<file path="config.mk">
export PLATFORM = sky130hd
export DESIGN_NAME = jtag_tap_ctrl_flat
export DESIGN_NICKNAME = d
export VERILOG_FILES = /design/src/rtl/jtag_pkg.sv /design/src/rtl/jtag_tap_ctrl_if.sv /design/src/rtl/jtag_tap_fsm.sv /design/src/rtl/jtag_tap_ctrl.sv /design/src/flat_wrapper.sv
export SDC_FILE = /design/constraint.sdc
export NUM_CORES = 1
export LEC_CHECK = 0
export CORE_ASPECT_RATIO = 1.1
export CORE_MARGIN = 2
export CORE_UTILIZATION = 54
export CTS_CLUSTER_DIAMETER = 50
export CTS_CLUSTER_SIZE = 8
export DETAILED_ROUTE_END_ITERATION = 6
export PLACE_DENSITY_LB_ADDON = 0.25
export SYNTH_ARGS = -nofsm -noshare
export SYNTH_HDL_FRONTEND = slang
export SYNTH_SLANG_ARGS = --single-unit
export TNS_END_PERCENT = 1
</file>
<file path="constraint.sdc">
create_clock -name TCK -period 1.73 [get_ports TCK]
set_input_delay 0.2595 -clock TCK [delete_from_list [all_inputs] [get_ports TCK]]
set_output_delay 0.2595 -clock TCK [all_outputs]
set_load 0.005 [all_outputs]
</file>
<file path="src/rtl/jtag_pkg.sv">
`default_nettype none
// ============================================================================
// Module      : jtag_pkg
// Description : Shared types and constants for the JTAG TAP controller.
//               - tap_state_t : 16 TAP states with the IEEE 1149.1 encodings
//               - OP_*        : fixed instruction opcodes
//               - tap_next()  : TMS-driven next-state function
// Revision    : 1.0 - initial release
// ============================================================================
package jtag_pkg;

    typedef enum logic [3:0] {
        ST_EXIT2_DR   = 4'h0,
        ST_EXIT1_DR   = 4'h1,
        ST_SHIFT_DR   = 4'h2,
        ST_PAUSE_DR   = 4'h3,
        ST_SELECT_IR  = 4'h4,
        ST_UPDATE_DR  = 4'h5,
        ST_CAPTURE_DR = 4'h6,
        ST_SELECT_DR  = 4'h7,
        ST_EXIT2_IR   = 4'h8,
        ST_EXIT1_IR   = 4'h9,
        ST_SHIFT_IR   = 4'hA,
        ST_PAUSE_IR   = 4'hB,
        ST_RTI        = 4'hC,
        ST_UPDATE_IR  = 4'hD,
        ST_CAPTURE_IR = 4'hE,
        ST_TLR        = 4'hF
    } tap_state_t;

    localparam int OP_EXTEST = 0;
    localparam int OP_SAMPLE = 1;
    localparam int OP_IDCODE = 2;
    localparam int OP_USER0  = 3;
    localparam int IDCODE_W  = 32;

    function automatic tap_state_t tap_next(input tap_state_t s, input logic tms);
        tap_state_t n;
        case (s)
            ST_TLR:        n = tms ? ST_TLR       : ST_RTI;
            ST_RTI:        n = tms ? ST_SELECT_DR : ST_RTI;
            ST_SELECT_DR:  n = tms ? ST_SELECT_IR : ST_CAPTURE_DR;
            ST_CAPTURE_DR: n = tms ? ST_EXIT1_DR  : ST_SHIFT_DR;
            ST_SHIFT_DR:   n = tms ? ST_EXIT1_DR  : ST_SHIFT_DR;
            ST_EXIT1_DR:   n = tms ? ST_UPDATE_DR : ST_PAUSE_DR;
            ST_PAUSE_DR:   n = tms ? ST_EXIT2_DR  : ST_PAUSE_DR;
            ST_EXIT2_DR:   n = tms ? ST_UPDATE_DR : ST_SHIFT_DR;
            ST_UPDATE_DR:  n = tms ? ST_SELECT_DR : ST_RTI;
            ST_SELECT_IR:  n = tms ? ST_TLR       : ST_CAPTURE_IR;
            ST_CAPTURE_IR: n = tms ? ST_EXIT1_IR  : ST_SHIFT_IR;
            ST_SHIFT_IR:   n = tms ? ST_EXIT1_IR  : ST_SHIFT_IR;
            ST_EXIT1_IR:   n = tms ? ST_UPDATE_IR : ST_PAUSE_IR;
            ST_PAUSE_IR:   n = tms ? ST_EXIT2_IR  : ST_PAUSE_IR;
            ST_EXIT2_IR:   n = tms ? ST_UPDATE_IR : ST_SHIFT_IR;
            ST_UPDATE_IR:  n = tms ? ST_SELECT_DR : ST_RTI;
            default:       n = ST_TLR;
        endcase
        return n;
    endfunction

endpackage : jtag_pkg
`default_nettype wire

</file>
<file path="src/rtl/jtag_tap_ctrl_if.sv">
`default_nettype none
// ============================================================================
// Module      : jtag_tap_ctrl_if
// Description : Pin and scan-chain bundle of the TAP controller.
//               slave  : seen by the TAP (pins/chain outs in, strobes out)
//               master : seen by the pin driver / scan fabric
// Revision    : 1.0 - initial release
// ============================================================================
interface jtag_tap_ctrl_if #(
    parameter int IR_W    = 4,
    parameter int N_CHAIN = 2
);
    logic                TMS;
    logic                TDI;
    logic                TDO;
    logic                tdo_en;
    logic                bsr_tdo;
    logic [N_CHAIN-1:0]  chain_tdo;
    logic [3:0]          tap_state;
    logic                capture_dr;
    logic                shift_dr;
    logic                update_dr;
    logic                bsr_sel;
    logic [N_CHAIN-1:0]  chain_sel;
    logic                extest_mode;
    logic [IR_W-1:0]     ir_q;

    modport slave (
        input  TMS, TDI, bsr_tdo, chain_tdo,
        output TDO, tdo_en, tap_state, capture_dr, shift_dr, update_dr,
               bsr_sel, chain_sel, extest_mode, ir_q
    );

    modport master (
        output TMS, TDI, bsr_tdo, chain_tdo,
        input  TDO, tdo_en, tap_state, capture_dr, shift_dr, update_dr,
               bsr_sel, chain_sel, extest_mode, ir_q
    );
endinterface : jtag_tap_ctrl_if
`default_nettype wire

</file>
<file path="src/rtl/jtag_tap_fsm.sv">
`default_nettype none
// ============================================================================
// Module      : jtag_tap_fsm
// Description : 16-state IEEE 1149.1 TAP state machine.
//   TCK     in  : clock, rising edge
//   TRST    in  : synchronous active-high reset -> Test-Logic-Reset
//   tms_i   in  : TAP mode select
//   state_o out : current TAP state
// Revision    : 1.0 - initial release
// ============================================================================
module jtag_tap_fsm
    import jtag_pkg::*;
(
    input  wire         TCK,
    input  wire         TRST,
    input  wire         tms_i,
    output tap_state_t  state_o
);

    tap_state_t state_q;
    tap_state_t state_d;

    always_ff @(posedge TCK) begin
        if (TRST) begin
            state_q <= ST_TLR;
        end else begin
            state_q <= state_d;
        end
    end

    always_comb begin
        state_d = state_q;
        state_d = tap_next(state_q, tms_i);
    end

    assign state_o = state_q;

endmodule : jtag_tap_fsm
`default_nettype wire

</file>
<file path="src/rtl/jtag_tap_ctrl.sv">
`default_nettype none
// ============================================================================
// Module      : jtag_tap_ctrl
// Description : Parametrised JTAG TAP controller: IR, bypass and IDCODE
//               registers, instruction decode and TDO multiplexer.
//   TCK  in  : clock, rising edge
//   TRST in  : synchronous active-high reset
//   jtag     : pins, BSR/user-chain serial outs, DR strobes, selects, ir_q
// Revision    : 1.0 - initial release
// ============================================================================
module jtag_tap_ctrl
    import jtag_pkg::*;
#(
    parameter int          IR_W       = 4,
    parameter int          N_CHAIN    = 2,
    parameter logic [31:0] IDCODE_VAL = 32'h1000_0001
)(
    input  wire                TCK,
    input  wire                TRST,
    jtag_tap_ctrl_if.slave     jtag
);

    localparam logic [IR_W-1:0] IR_EXTEST = IR_W'(OP_EXTEST);
    localparam logic [IR_W-1:0] IR_SAMPLE = IR_W'(OP_SAMPLE);
    localparam logic [IR_W-1:0] IR_IDCODE = IR_W'(OP_IDCODE);

    tap_state_t            state;

    logic [IR_W-1:0]       ir_sr_q,  ir_sr_d;
    logic [IR_W-1:0]       ir_act_q, ir_act_d;
    logic                  bypass_q, bypass_d;
    logic [IDCODE_W-1:0]   idcode_q, idcode_d;

    logic                  sel_extest;
    logic                  sel_sample;
    logic                  sel_idcode;
    logic                  sel_bsr;
    logic [N_CHAIN-1:0]    sel_chain;
    logic                  sel_bypass;
    logic                  dr_tdo;

    jtag_tap_fsm u_fsm (
        .TCK     (TCK),
        .TRST    (TRST),
        .tms_i   (jtag.TMS),
        .state_o (state)
    );

    // ---------------- instruction decode ----------------
    assign sel_extest = (ir_act_q == IR_EXTEST);
    assign sel_sample = (ir_act_q == IR_SAMPLE);
    assign sel_idcode = (ir_act_q == IR_IDCODE);
    assign sel_bsr    = sel_extest | sel_sample;

    for (genvar k = 0; k < N_CHAIN; k++) begin : g_chain_sel
        assign sel_chain[k] = (ir_act_q == IR_W'(OP_USER0 + k));
    end

    // All-ones and every unused code fall through to BYPASS.
    assign sel_bypass = ~(sel_bsr | sel_idcode | (|sel_chain));

    // ---------------- register next state ----------------
    always_comb begin
        ir_sr_d  = ir_sr_q;
        ir_act_d = ir_act_q;
        bypass_d = bypass_q;
        idcode_d = idcode_q;
        case (state)
            ST_TLR:        ir_act_d = IR_IDCODE;
            ST_CAPTURE_IR: ir_sr_d  = IR_W'(1);
            ST_SHIFT_IR:   ir_sr_d  = {jtag.TDI, ir_sr_q[IR_W-1:1]};
            ST_UPDATE_IR:  ir_act_d = ir_sr_q;
            ST_CAPTURE_DR: begin
                bypass_d = 1'b0;
                if (sel_idcode) idcode_d = IDCODE_VAL;
            end
            ST_SHIFT_DR: begin
                bypass_d = jtag.TDI;
                if (sel_idcode) idcode_d = {jtag.TDI, idcode_q[IDCODE_W-1:1]};
            end
            default: ;
        endcase
    end

    always_ff @(posedge TCK) begin
        if (TRST) begin
            ir_sr_q  <= '0;
            ir_act_q <= IR_IDCODE;
            bypass_q <= 1'b0;
            idcode_q <= '0;
        end else begin
            ir_sr_q  <= ir_sr_d;
            ir_act_q <= ir_act_d;
            bypass_q <= bypass_d;
            idcode_q <= idcode_d;
        end
    end

    // ---------------- TDO multiplexer ----------------
    // At most one sel_chain bit is set, so the AND-OR picks that chain.
    always_comb begin
        dr_tdo = 1'b0;
        if (sel_bsr)         dr_tdo = jtag.bsr_tdo;
        else if (sel_idcode) dr_tdo = idcode_q[0];
        else if (sel_bypass) dr_tdo = bypass_q;
        else                 dr_tdo = |(sel_chain & jtag.chain_tdo);
    end

    always_comb begin
        jtag.TDO = 1'b0;
        if (state == ST_SHIFT_IR)      jtag.TDO = ir_sr_q[0];
        else if (state == ST_SHIFT_DR) jtag.TDO = dr_tdo;
    end

    // ---------------- outputs ----------------
    assign jtag.tdo_en      = (state == ST_SHIFT_IR) | (state == ST_SHIFT_DR);
    assign jtag.tap_state   = state;
    assign jtag.capture_dr  = (state == ST_CAPTURE_DR);
    assign jtag.shift_dr    = (state == ST_SHIFT_DR);
    assign jtag.update_dr   = (state == ST_UPDATE_DR);
    assign jtag.bsr_sel     = sel_bsr;
    assign jtag.chain_sel   = sel_chain;
    assign jtag.extest_mode = sel_extest;
    assign jtag.ir_q        = ir_act_q;

endmodule : jtag_tap_ctrl
`default_nettype wire

</file>
<file path="src/flat_wrapper.sv">
// flat-port wrapper written by rule: the top's interface ports become plain ports
module jtag_tap_ctrl_flat import jtag_pkg::*;
#(
    parameter int          IR_W       = 4,
    parameter int          N_CHAIN    = 2,
    parameter logic [31:0] IDCODE_VAL = 32'h1000_0001
)
  (TCK, TRST, jtag_TMS, jtag_TDI, jtag_bsr_tdo, jtag_chain_tdo, jtag_TDO, jtag_tdo_en, jtag_tap_state, jtag_capture_dr, jtag_shift_dr, jtag_update_dr, jtag_bsr_sel, jtag_chain_sel, jtag_extest_mode, jtag_ir_q);
  jtag_tap_ctrl_if #(.IR_W(IR_W), .N_CHAIN(N_CHAIN)) jtag_i ();
  input  wire TCK;
  input  wire TRST;
  input wire logic [$bits(jtag_i.TMS)-1:0] jtag_TMS;
  input wire logic [$bits(jtag_i.TDI)-1:0] jtag_TDI;
  input wire logic [$bits(jtag_i.bsr_tdo)-1:0] jtag_bsr_tdo;
  input wire logic [$bits(jtag_i.chain_tdo)-1:0] jtag_chain_tdo;
  output wire logic [$bits(jtag_i.TDO)-1:0] jtag_TDO;
  output wire logic [$bits(jtag_i.tdo_en)-1:0] jtag_tdo_en;
  output wire logic [$bits(jtag_i.tap_state)-1:0] jtag_tap_state;
  output wire logic [$bits(jtag_i.capture_dr)-1:0] jtag_capture_dr;
  output wire logic [$bits(jtag_i.shift_dr)-1:0] jtag_shift_dr;
  output wire logic [$bits(jtag_i.update_dr)-1:0] jtag_update_dr;
  output wire logic [$bits(jtag_i.bsr_sel)-1:0] jtag_bsr_sel;
  output wire logic [$bits(jtag_i.chain_sel)-1:0] jtag_chain_sel;
  output wire logic [$bits(jtag_i.extest_mode)-1:0] jtag_extest_mode;
  output wire logic [$bits(jtag_i.ir_q)-1:0] jtag_ir_q;
  assign jtag_i.TMS = jtag_TMS;
  assign jtag_i.TDI = jtag_TDI;
  assign jtag_i.bsr_tdo = jtag_bsr_tdo;
  assign jtag_i.chain_tdo = jtag_chain_tdo;
  assign jtag_TDO = jtag_i.TDO;
  assign jtag_tdo_en = jtag_i.tdo_en;
  assign jtag_tap_state = jtag_i.tap_state;
  assign jtag_capture_dr = jtag_i.capture_dr;
  assign jtag_shift_dr = jtag_i.shift_dr;
  assign jtag_update_dr = jtag_i.update_dr;
  assign jtag_bsr_sel = jtag_i.bsr_sel;
  assign jtag_chain_sel = jtag_i.chain_sel;
  assign jtag_extest_mode = jtag_i.extest_mode;
  assign jtag_ir_q = jtag_i.ir_q;
  jtag_tap_ctrl #(.IR_W(IR_W), .N_CHAIN(N_CHAIN), .IDCODE_VAL(IDCODE_VAL)) u_core (.TCK(TCK), .TRST(TRST), .jtag(jtag_i));
endmodule
</file>
==> flow_summary.yaml, run 1 <==
die:
  initial_core_util: 0.576
  core_um2: 3390
  num_rows: 22
  die_y_um: 67.0
  dieArea_um2: 4110
  dieWidth_um: 61.3
  io_pins: 24
global_routing:
  grt.total_usage: 0.220
  grt_overflow: 0
  grt_antenna_before_repair: 0
  grt_pass1_wl_um: 6840
  grt_pass1_vias: 1541
  grt_max_degree: 33
timing:
  tns_ns: -0.153
  slew_violations: 0
  hold_violations: 0
  worstMarginPinSlew_ns: 0.302
  relSlewSlack: 0.799
  fin_skew_ns: 0.00899
  fmax_ghz: 0.552
  timing.final.ws_setup_ns: -0.0825
  rsz0062_at_grt: "true"
  setup_viol_count_final: 2
  timing.final.crit_share: 1.05
  min_period_ns: 1.81
detailed_routing:
  wl_met3_um: 137
  antenna_left: 0
  top_layer_used: "met4"
  finalWirelength_um: 4100
  wl_per_cell_um: 12.5
  drt-pass1-iter-count: 4
  wl_met2_um: 1960
  drt_first_iter_violations: 89
  via_per_inst: 5.39
  vias: 1764
  met1_length_um: 1970
  drc: 0
power:
  p_total_mw: 1.92
  cellLeakagePower_nw: 0.885
  powerDensity_nw_per_um2: 788
  vdd_drop_max_mv: 0.592
worst_setup_path:
  required_ns: 1.47
  crit_chain: "nand2b_4, nor3_2, o41ai_1, o41ai_1, buf_2"
  worst_ep_arrival_time_ns: 1.55
  crit_buf_inv: 1
  critPathSlowestCell: "dfxtp_1"
  path_delay_family: "compound AO/OA/AOI/OAI gates"
  r2r_start: "u_core.u_fsm.state_o[1]$_SDFF_PP1_"
  endpoint_kind: "output pin"
  crit_top_cell: "o41ai_1"
  r2r_slack_ns: 0.17
  start_kind: "register"
  rr_endpoint: "u_core.idcode_q[18]$_SDFFE_PP0P_"
  path_max_fanout: 2
  criticalPathCategory: "reg2out"
  critPathMaxStageDelay_ns: 0.33
  rr_worst_depth: 6
layout:
  nNetsFinal: 285
  layout-drive-gt1-share: 0.179
  num_antenna_cells: 0
  final_cells: 327
  final_cell_area_um2: 2430
  area_growth_pct: 24.8
outcome:
  violations: "setup timing"
  status: "finished, violations left"
min_path:
  min-delay-start: "u_core.idcode_q[6]$_SDFFE_PP0P_"
  hold_depth: 2
  hp-class: "reg2reg"
  holdPathEnd: "u_core.idcode_q[6]$_SDFFE_PP0P_"
synthesis:
  ys_types: 33
  synth-seq-cells: 45
  synth_area_per_cell_um2: 7.96
  synth_warnings: 0
  ys_seq_area_frac: 0.462
  synth_top_area_share: 0.462
  netlist_instances: 245
  yosys-top-cells-area: "dfxtp_1 46%, a21oi_1 11%, nand2_1 7.7%"
  syn_nets: 252
  synth_area_um2: 1950
  yosysTopAreaCell: "dfxtp_1"
clock_tree:
  cts_root_buf: "clkbuf_4"
  cts_buffer_depth: 2
  cts_made_buffers: 5
  clk_pin_slew_ns: 0.13
  cts_tree: "built"
  htreeDepth: 2
  clk-insertion-delay-late_ns: 0.36
  cts.sinks: 45
placement:
  portBuffers: 23
  hpwlAfterDp_um: 2520
  place.gp.congestion: 0.771
  place_inst: 317
  place_area_um2: 2330
flow_run:
  maxCapViolations: 0
per-stage QoR:
stage                     setup WS, ns  hold slack (ns)   util
after floorplan                  0.190            0.432      -
after global placement          -0.325            0.437  0.687
after detailed placement        -0.334            0.445  0.687
after CTS                       -0.136            0.463  0.709
after global routing            -0.203            0.479  0.719
final                          -0.0825            0.460  0.719
how the worst max path moves through the flow:
stage	startpoint	end	slack [ns]	depth (start not counted)
after global placement	jtag_chain_tdo[1]	jtag_TDO	-0.32	6
after detailed placement	jtag_chain_tdo[1]	jtag_TDO	-0.33	6
after CTS	u_core.jtag.ir_q[1]$_SDFFE_PP1P_	jtag_chain_sel[0]	-0.14	4
after floorplan	u_core.u_fsm.state_o[0]$_SDFF_PP1_	jtag_TDO	0.19	5
final	u_core.u_fsm.state_o[0]$_SDFF_PP1_	jtag_TDO	-0.08	5
after global routing	u_core.u_fsm.state_o[0]$_SDFF_PP1_	jtag_TDO	-0.20	5
cells by family (layout without fill, tap and decap cells):
kind of cell | Yosys count | after routing | share of synthesized area
buffers and inverters | 27 | 61 | 0.0686
DFF | 45 | 45 | 0.462
and+or+nand+nor | 115 | 115 | 0.307
AOI/OAI and AO/OA | 58 | 58 | 0.162
area by class of cell:
cell class	count	area, um^2
Inverter	4	15.0
Sequential cell	45	912
Timing Repair Buffer	49	453
Clock inverter	2	15.0
Multi-Input combinational cell	173	937
Fill cell	280	952
Clock buffer	6	41.3
Tap cell	48	60.1
power breakdown:
| part | total (mW) | internal, mW | switching [mW] |
|---|---|---|---|
| Combinational | 0.343 | 0.164 | 0.180 |
| Clock | 0.496 | 0.159 | 0.337 |
| Sequential | 1.08 | 1.06 | 0.0196 |
| Total | 1.92 | 1.38 | 0.536 |
registers in the layout, indices dropped and copies added (netlist names):
name,flops
u_core.ir_sr_q,4
u_core.idcode_q,32
u_core.bypass_q,1
u_core.u_fsm.state_o,4
u_core.jtag.ir_q,4
worst min-delay path: cells and delay by family, from the launching register on:
family / cells / cell delay, ns
AND/OR/NAND/NOR: 1 / 0.05
flip-flops: 1 / 0.33
AO/OA/AOI/OAI: 1 / 0.05
cells in the final DEF (no fill, tap or decap), types with 3 or more instances in the layout:
cell type        instances
nand2_1                 40
buf_2                    4
o21ai_0                  6
inv_1                    4
a21oi_1                 43
buf_4                   19
dlygate4sd2_1            3
buf_6                    3
clkdlybuf4s50_1         14
nor3_1                  11
dfxtp_2                  6
nor2_1                  13
nor3b_1                  4
nand3_1                 20
clkbuf_4                 5
nand3b_1                13
dfxtp_1                 38
Yosys cell counts:
library cell	count
nor3_2	2
and4b_1	1
a21oi_1	43
nand2b_4	1
nor2_1	13
o21bai_1	1
nand2_1	40
dfxtp_1	45
a211oi_1	1
buf_2	5
nor3b_1	4
nand3_1	20
buf_6	3
nor4_1	1
and2_1	1
a311o_1	1
nand3b_1	13
nor3b_2	1
clkbuf_1	12
nor4b_1	1
buf_1	2
nand4b_1	1
nand2b_1	2
o41ai_1	2
a211o_1	1
and3_1	1
nor2b_1	2
a21o_1	1
o21ai_0	6
a31oi_1	2
nor3_1	11
buf_4	1
inv_1	4
metal layers:
metal,vias up,global-route usage
li1,917,-
met1,818,0.306
met2,25,0.342
met3,4,0.0524
met4,0,0.0489
met5,-,0
repair_timing:
item | in CTS | in global routing
hold endpoints to repair | 0 | 0
gates resized for setup | 22 | 14
gates cloned | 1 | 0
hold buffers | 0 | 0
pin swaps | 1 | 2
endpoints found under the setup margin | 10 | 20
setup buffers | 1 | 0
No activity file was read; power rests on OpenSTA's default activity.
==> run 2: changes to the inputs <==
- CORE_MARGIN: 2 -> 3
- SLEW_MARGIN: not set -> 20
==> run 2 against run 1 <==
- the run still ends with setup timing left
- die area up 6.3%
- non-clock buffer count down 3
- sequential share of layout area down 0.26 points
- total power up 7.5%
- routed wire length down 1.1%
- first-iteration DRC count up 26%
- worst hold slack about the same
- design area up 0.57%
- highest routed layer unchanged
==> flow_summary.yaml, run 2 (same netlist as run 1, synthesis figures left out) <==
clock_tree:
  cts_buffer_depth: 2
  htreeDepth: 2
  cts_made_buffers: 5
  cts_hold_buf: 0
  clk_pin_slew_ns: 0.13
  cts_root_buf: "clkbuf_4"
  cts_tree: "built"
  cts.sinks: 45
  clk-insertion-delay-late_ns: 0.36
placement:
  place.gp.congestion: 0.807
  place_area_um2: 2320
  hpwlAfterDp_um: 2480
  place_inst: 316
  portBuffers: 23
worst_setup_path:
  critPathMaxStageDelay_ns: 0.38
  critPathSlowestCell: "dfxtp_2"
  path_max_fanout: 12
  required_ns: 1.47
  rr_worst_depth: 6
  worst_ep_arrival_time_ns: 1.59
  rr_endpoint: "u_core.idcode_q[1]$_SDFFE_PP0P_"
  endpoint_kind: "output pin"
  crit_chain: "buf_6, nor2b_1, and2_1, nand3_1, o41ai_1, buf_2"
  r2r_slack_ns: 0.16
  criticalPathCategory: "reg2out"
  start_kind: "register"
  r2r_start: "u_core.u_fsm.state_o[1]$_SDFF_PP1_"
timing:
  hold_violations: 0
  setup_viol_count_final: 1
  fmax_ghz: 0.539
  relSlewSlack: 0.826
  worstMarginPinSlew_ns: 0.258
  rsz0062_at_grt: "true"
  timing.final.ws_setup_ns: -0.124
  min_period_ns: 1.85
  timing.final.crit_share: 1.07
  fin_hold_ws_ns: 0.460
  fin_skew_ns: 0.00824
  slew_violations: 0
die:
  num_rows: 22
  dieArea_um2: 4370
  io_pins: 24
  core_um2: 3410
  initial_core_util: 0.571
  dieWidth_um: 63.3
  die_y_um: 69.0
layout:
  fillerInstances: 302
  final_cell_area_um2: 2450
  regMostFlops: "u_core.idcode_q"
  final_cells: 324
  final_cell_mix: "43 x a21oi_1, 40 x nand2_1, 37 x dfxtp_1, 20 x nand3_1, 18 x buf_4"
  layout-drive-gt1-share: 0.192
  largest_register_ffs: 32
  multi_input_area_um2: 948
  nNetsFinal: 282
  num_antenna_cells: 0
  area_growth_pct: 25.5
  area.sequential_um2: 911
  layout_commonest_cell: "a21oi_1"
flow_run:
  maxCapViolations: 0
global_routing:
  grt_pass1_wl_um: 7020
  grt_pass1_vias: 1620
  grt_max_degree: 33
  grt_antenna_before_repair: 0
  grt_overflow: 0
  grt.total_usage: 0.195
detailed_routing:
  drc: 0
  wl_met2_um: 1970
  wl_met3_um: 146
  met1_length_um: 1890
  antenna_left: 0
  drt_first_iter_violations: 112
  top_layer_used: "met4"
  finalWirelength_um: 4050
  vias: 1740
  wl_per_cell_um: 12.5
  via_per_inst: 5.37
  drt-pass1-iter-count: 4
power:
  vdd_drop_max_mv: 0.789
  cellLeakagePower_nw: 0.891
  powerDensity_nw_per_um2: 842
outcome:
  status: "finished, violations left"
  violations: "setup timing"
min_path:
  hold_depth: 2
  hp-class: "reg2reg"
  min-delay-start: "u_core.idcode_q[24]$_SDFFE_PP0P_"
  holdPathEnd: "u_core.idcode_q[24]$_SDFFE_PP0P_"
[run 2: worst max-delay path by stage]
stage	depth (start not counted)	endpoint	slack [ns]	start
floorplan	5	jtag_TDO	0.19	u_core.u_fsm.state_o[0]$_SDFF_PP1_
CTS	4	jtag_chain_sel[0]	-0.23	u_core.jtag.ir_q[3]$_SDFFE_PP0P_
detailed placement	6	jtag_TDO	-0.36	jtag_chain_tdo[1]
global route	6	jtag_TDO	-0.31	u_core.u_fsm.state_o[1]$_SDFF_PP1_
global placement	6	jtag_TDO	-0.34	jtag_chain_tdo[1]
finish	6	jtag_TDO	-0.12	u_core.u_fsm.state_o[1]$_SDFF_PP1_
[run 2: routing by layer]
metal / global-route usage / up-vias
met5: 0 / -
li1: - / 909
met4: 0.0671 / 0
met1: 0.253 / 798
met3: 0.0505 / 5
met2: 0.313 / 28
[run 2: through the flow]
step                total power, mW   util  setup slack, ns  TNS [ns]
finish                         2.06  0.717           -0.124    -0.124
global route                   2.16  0.717           -0.313    -0.375
floorplan                      1.28      -            0.190         0
global placement               1.41  0.680           -0.338    -0.338
detailed placement             1.42  0.680           -0.358    -0.383
CTS                            2.06  0.707           -0.225    -0.553
[run 2: repair_timing]
| item | 4_1_cts | 5_1_grt |
|---|---|---|
| gates resized for setup | 25 | 17 |
| endpoints found under the setup margin | 12 | 13 |
| buffers inserted | 0 | 0 |
| pin swaps | 0 | 2 |
[run 2: area by class of cell]
| type | count | area share |
|---|---|---|
| Tap cell | 48 | 0.0245 |
| Sequential cell | 45 | 0.372 |
| Timing Repair Buffer | 46 | 0.177 |
| Clock inverter | 2 | 0.0158 |
| Clock buffer | 6 | 0.0169 |
| Multi-Input combinational cell | 173 | 0.388 |
| Inverter | 4 | 0.00613 |
[run 2: report_power, final]
group          switching (mW)  internal, mW
clock network           0.335         0.308
logic                   0.178         0.162
registers              0.0196          1.06
[run 2: worst max-delay path, delay by kind of cell, from the launching register on]
kind	cells	cell delay [ns]
buf+inv	2	0.31
compound gates	1	0.07
simple gates	3	0.48
flops	1	0.38
==> run 3: changes to the inputs <==
- REMOVE_ABC_BUFFERS: not set -> 1
==> run 3 against run 2 <==
- utilization rose by 1.8 points
- register-to-register slack got worse by 0.05 ns
- first-iteration DRC count grew 7.1%
- combinational power is 7.6% higher
- non-clock buffer count rose by 3
- design area grew 2.5%
- worst hold slack got worse by 0.0019 ns
- the run still ends with setup timing left
- critical path depth down 1
- highest routed layer unchanged
==> flow_summary.yaml, run 3 (same netlist as run 1, synthesis figures left out) <==
detailed_routing:
  wl_met3_um: 175
  drt-pass1-iter-count: 4
  top_layer_used: "met4"
  wl_per_cell_um: 13.3
  vias: 1803
  drt_first_iter_violations: 120
  finalWirelength_um: 4330
  drc: 0
  via_per_inst: 5.53
  antenna_left: 0
  met1_length_um: 1910
  wl_met2_um: 2180
clock_tree:
  cts_root_buf: "clkbuf_4"
  clk-insertion-delay-late_ns: 0.35
  cts.sinks: 45
  clk_pin_slew_ns: 0.12
  cts_hold_buf: 0
  cts_buffer_depth: 2
  htreeDepth: 2
  cts_tree: "built"
  cts_made_buffers: 5
outcome:
  violations: "setup timing"
  status: "finished, violations left"
die:
  die_y_um: 69.0
  dieWidth_um: 63.3
  initial_core_util: 0.571
  num_rows: 22
  io_pins: 24
  core_um2: 3410
  dieArea_um2: 4370
layout:
  layout-drive-gt1-share: 0.187
  final_cells: 326
  regMostFlops: "u_core.idcode_q"
  largest_register_ffs: 32
  area_growth_pct: 28.5
  num_antenna_cells: 0
  final_cell_mix: "40 x nand2_1, 40 x a21oi_1, 39 x dfxtp_1, 20 x nand3_1, 20 x buf_4"
  nNetsFinal: 285
  fin_util: 0.735
worst_setup_path:
  critPathSlowestCell: "dfxtp_1"
  r2r_start: "u_core.u_fsm.state_o[1]$_SDFF_PP1_"
  crit_start: "u_core.u_fsm.state_o[0]$_SDFF_PP1_"
  required_ns: 1.47
  criticalPathCategory: "reg2out"
  path_max_fanout: 2
  rr_worst_depth: 7
  crit_chain: "nand2b_4, nor3_4, o41ai_1, o41ai_1, dlygate4sd2_1"
  rr_endpoint: "u_core.idcode_q[29]$_SDFFE_PP0P_"
  endpoint_kind: "output pin"
  r2r_slack_ns: 0.11
  crit_path_end: "jtag_TDO"
  crit_top_cell: "o41ai_1"
  worst_ep_arrival_time_ns: 1.68
  critPathMaxStageDelay_ns: 0.33
  start_kind: "register"
timing:
  min_period_ns: 1.94
  rsz0062_at_grt: "true"
  fmax_ghz: 0.514
  relSlewSlack: 0.808
  timing.final.crit_share: 1.12
  hold_violations: 0
  fin_hold_ws_ns: 0.458
  timing.final.ws_setup_ns: -0.214
  setup_viol_count_final: 3
  slew_violations: 0
  tns_ns: -0.401
  worstMarginPinSlew_ns: 0.284
  fin_skew_ns: 0.00487
power:
  powerDensity_nw_per_um2: 818
  cellLeakagePower_nw: 0.900
  p_total_mw: 2.05
  vdd_drop_max_mv: 0.607
placement:
  place.gp.congestion: 0.807
  portBuffers: 23
  hpwlAfterDp_um: 2610
  place_inst: 316
global_routing:
  grt_overflow: 0
  grt_pass1_wl_um: 7160
  grt_antenna_before_repair: 0
  grt_pass1_vias: 1634
  grt.total_usage: 0.201
  grt_max_degree: 46
min_path:
  min-delay-start: "u_core.idcode_q[23]$_SDFFE_PP0P_"
  hp-class: "reg2reg"
flow_run:
  maxCapViolations: 0
-- run 3: per-layer routing --
layer / GRT usage / up-vias
li1: - / 908
met1: 0.240 / 850
met2: 0.347 / 39
met3: 0.0505 / 6
met4: 0.0719 / 0
met5: 0 / -
-- run 3: metrics by stage --
stage          worst slack, ns  instance area [um^2]
2_1_floorplan           -0.336                  1830
6_report                -0.214                  2510
3_3_place_gp            -0.296                  2320
5_1_grt                 -0.300                  2510
3_5_place_dp            -0.310                  2320
4_1_cts                 -0.263                  2440
-- run 3: how the worst min path moves through the flow --
stage	end	depth (start not counted)
6_report	u_core.idcode_q[23]$_SDFFE_PP0P_	2
5_1_grt	u_core.idcode_q[9]$_SDFFE_PP0P_	2
4_1_cts	u_core.idcode_q[3]$_SDFFE_PP0P_	2
3_5_place_dp	u_core.idcode_q[3]$_SDFFE_PP0P_	2
3_3_place_gp	u_core.idcode_q[13]$_SDFFE_PP0P_	2
2_1_floorplan	u_core.bypass_q$_SDFFE_PP0P_	1
-- run 3: critical path, delay by kind of cell (launching register included) --
kind | cells | cell delay, ns
and+or+nand+nor | 2 | 0.30
AOI/OAI and AO/OA | 2 | 0.43
DFF | 1 | 0.33
buffers and inverters | 1 | 0.27
-- run 3: area by class of cell --
| type | count | area, um^2 |
|---|---|---|
| flip-flops and latches | 45 | 916 |
| clock inverters | 2 | 35.0 |
| multi-input cells | 173 | 957 |
| clock buffers | 5 | 37.5 |
| repair buffers | 49 | 483 |
| fillers | 279 | 906 |
| inverters | 4 | 18.8 |
| well taps | 48 | 60.1 |
-- run 3: where the power goes --
| part | internal, mW | total (mW) | switching, mW | leakage [nW] |
|---|---|---|---|---|
| Sequential | 1.06 | 1.08 | 0.0220 | 0.365 |
| Clock | 0.294 | 0.607 | 0.312 | 0.0410 |
| Combinational | 0.183 | 0.366 | 0.183 | 0.495 |
| Total | 1.53 | 2.05 | 0.517 | 0.900 |
-- run 3: timing repair --
| action | in CTS | in global routing |
|---|---|---|
| buffers inserted | 0 | 2 |
| gates resized for setup | 21 | 15 |
| cloned | 1 | 0 |
| endpoints found under the setup margin | 12 | 38 |
| pin swaps | 0 | 2 |
| endpoints found under the hold margin | 0 | 0 |
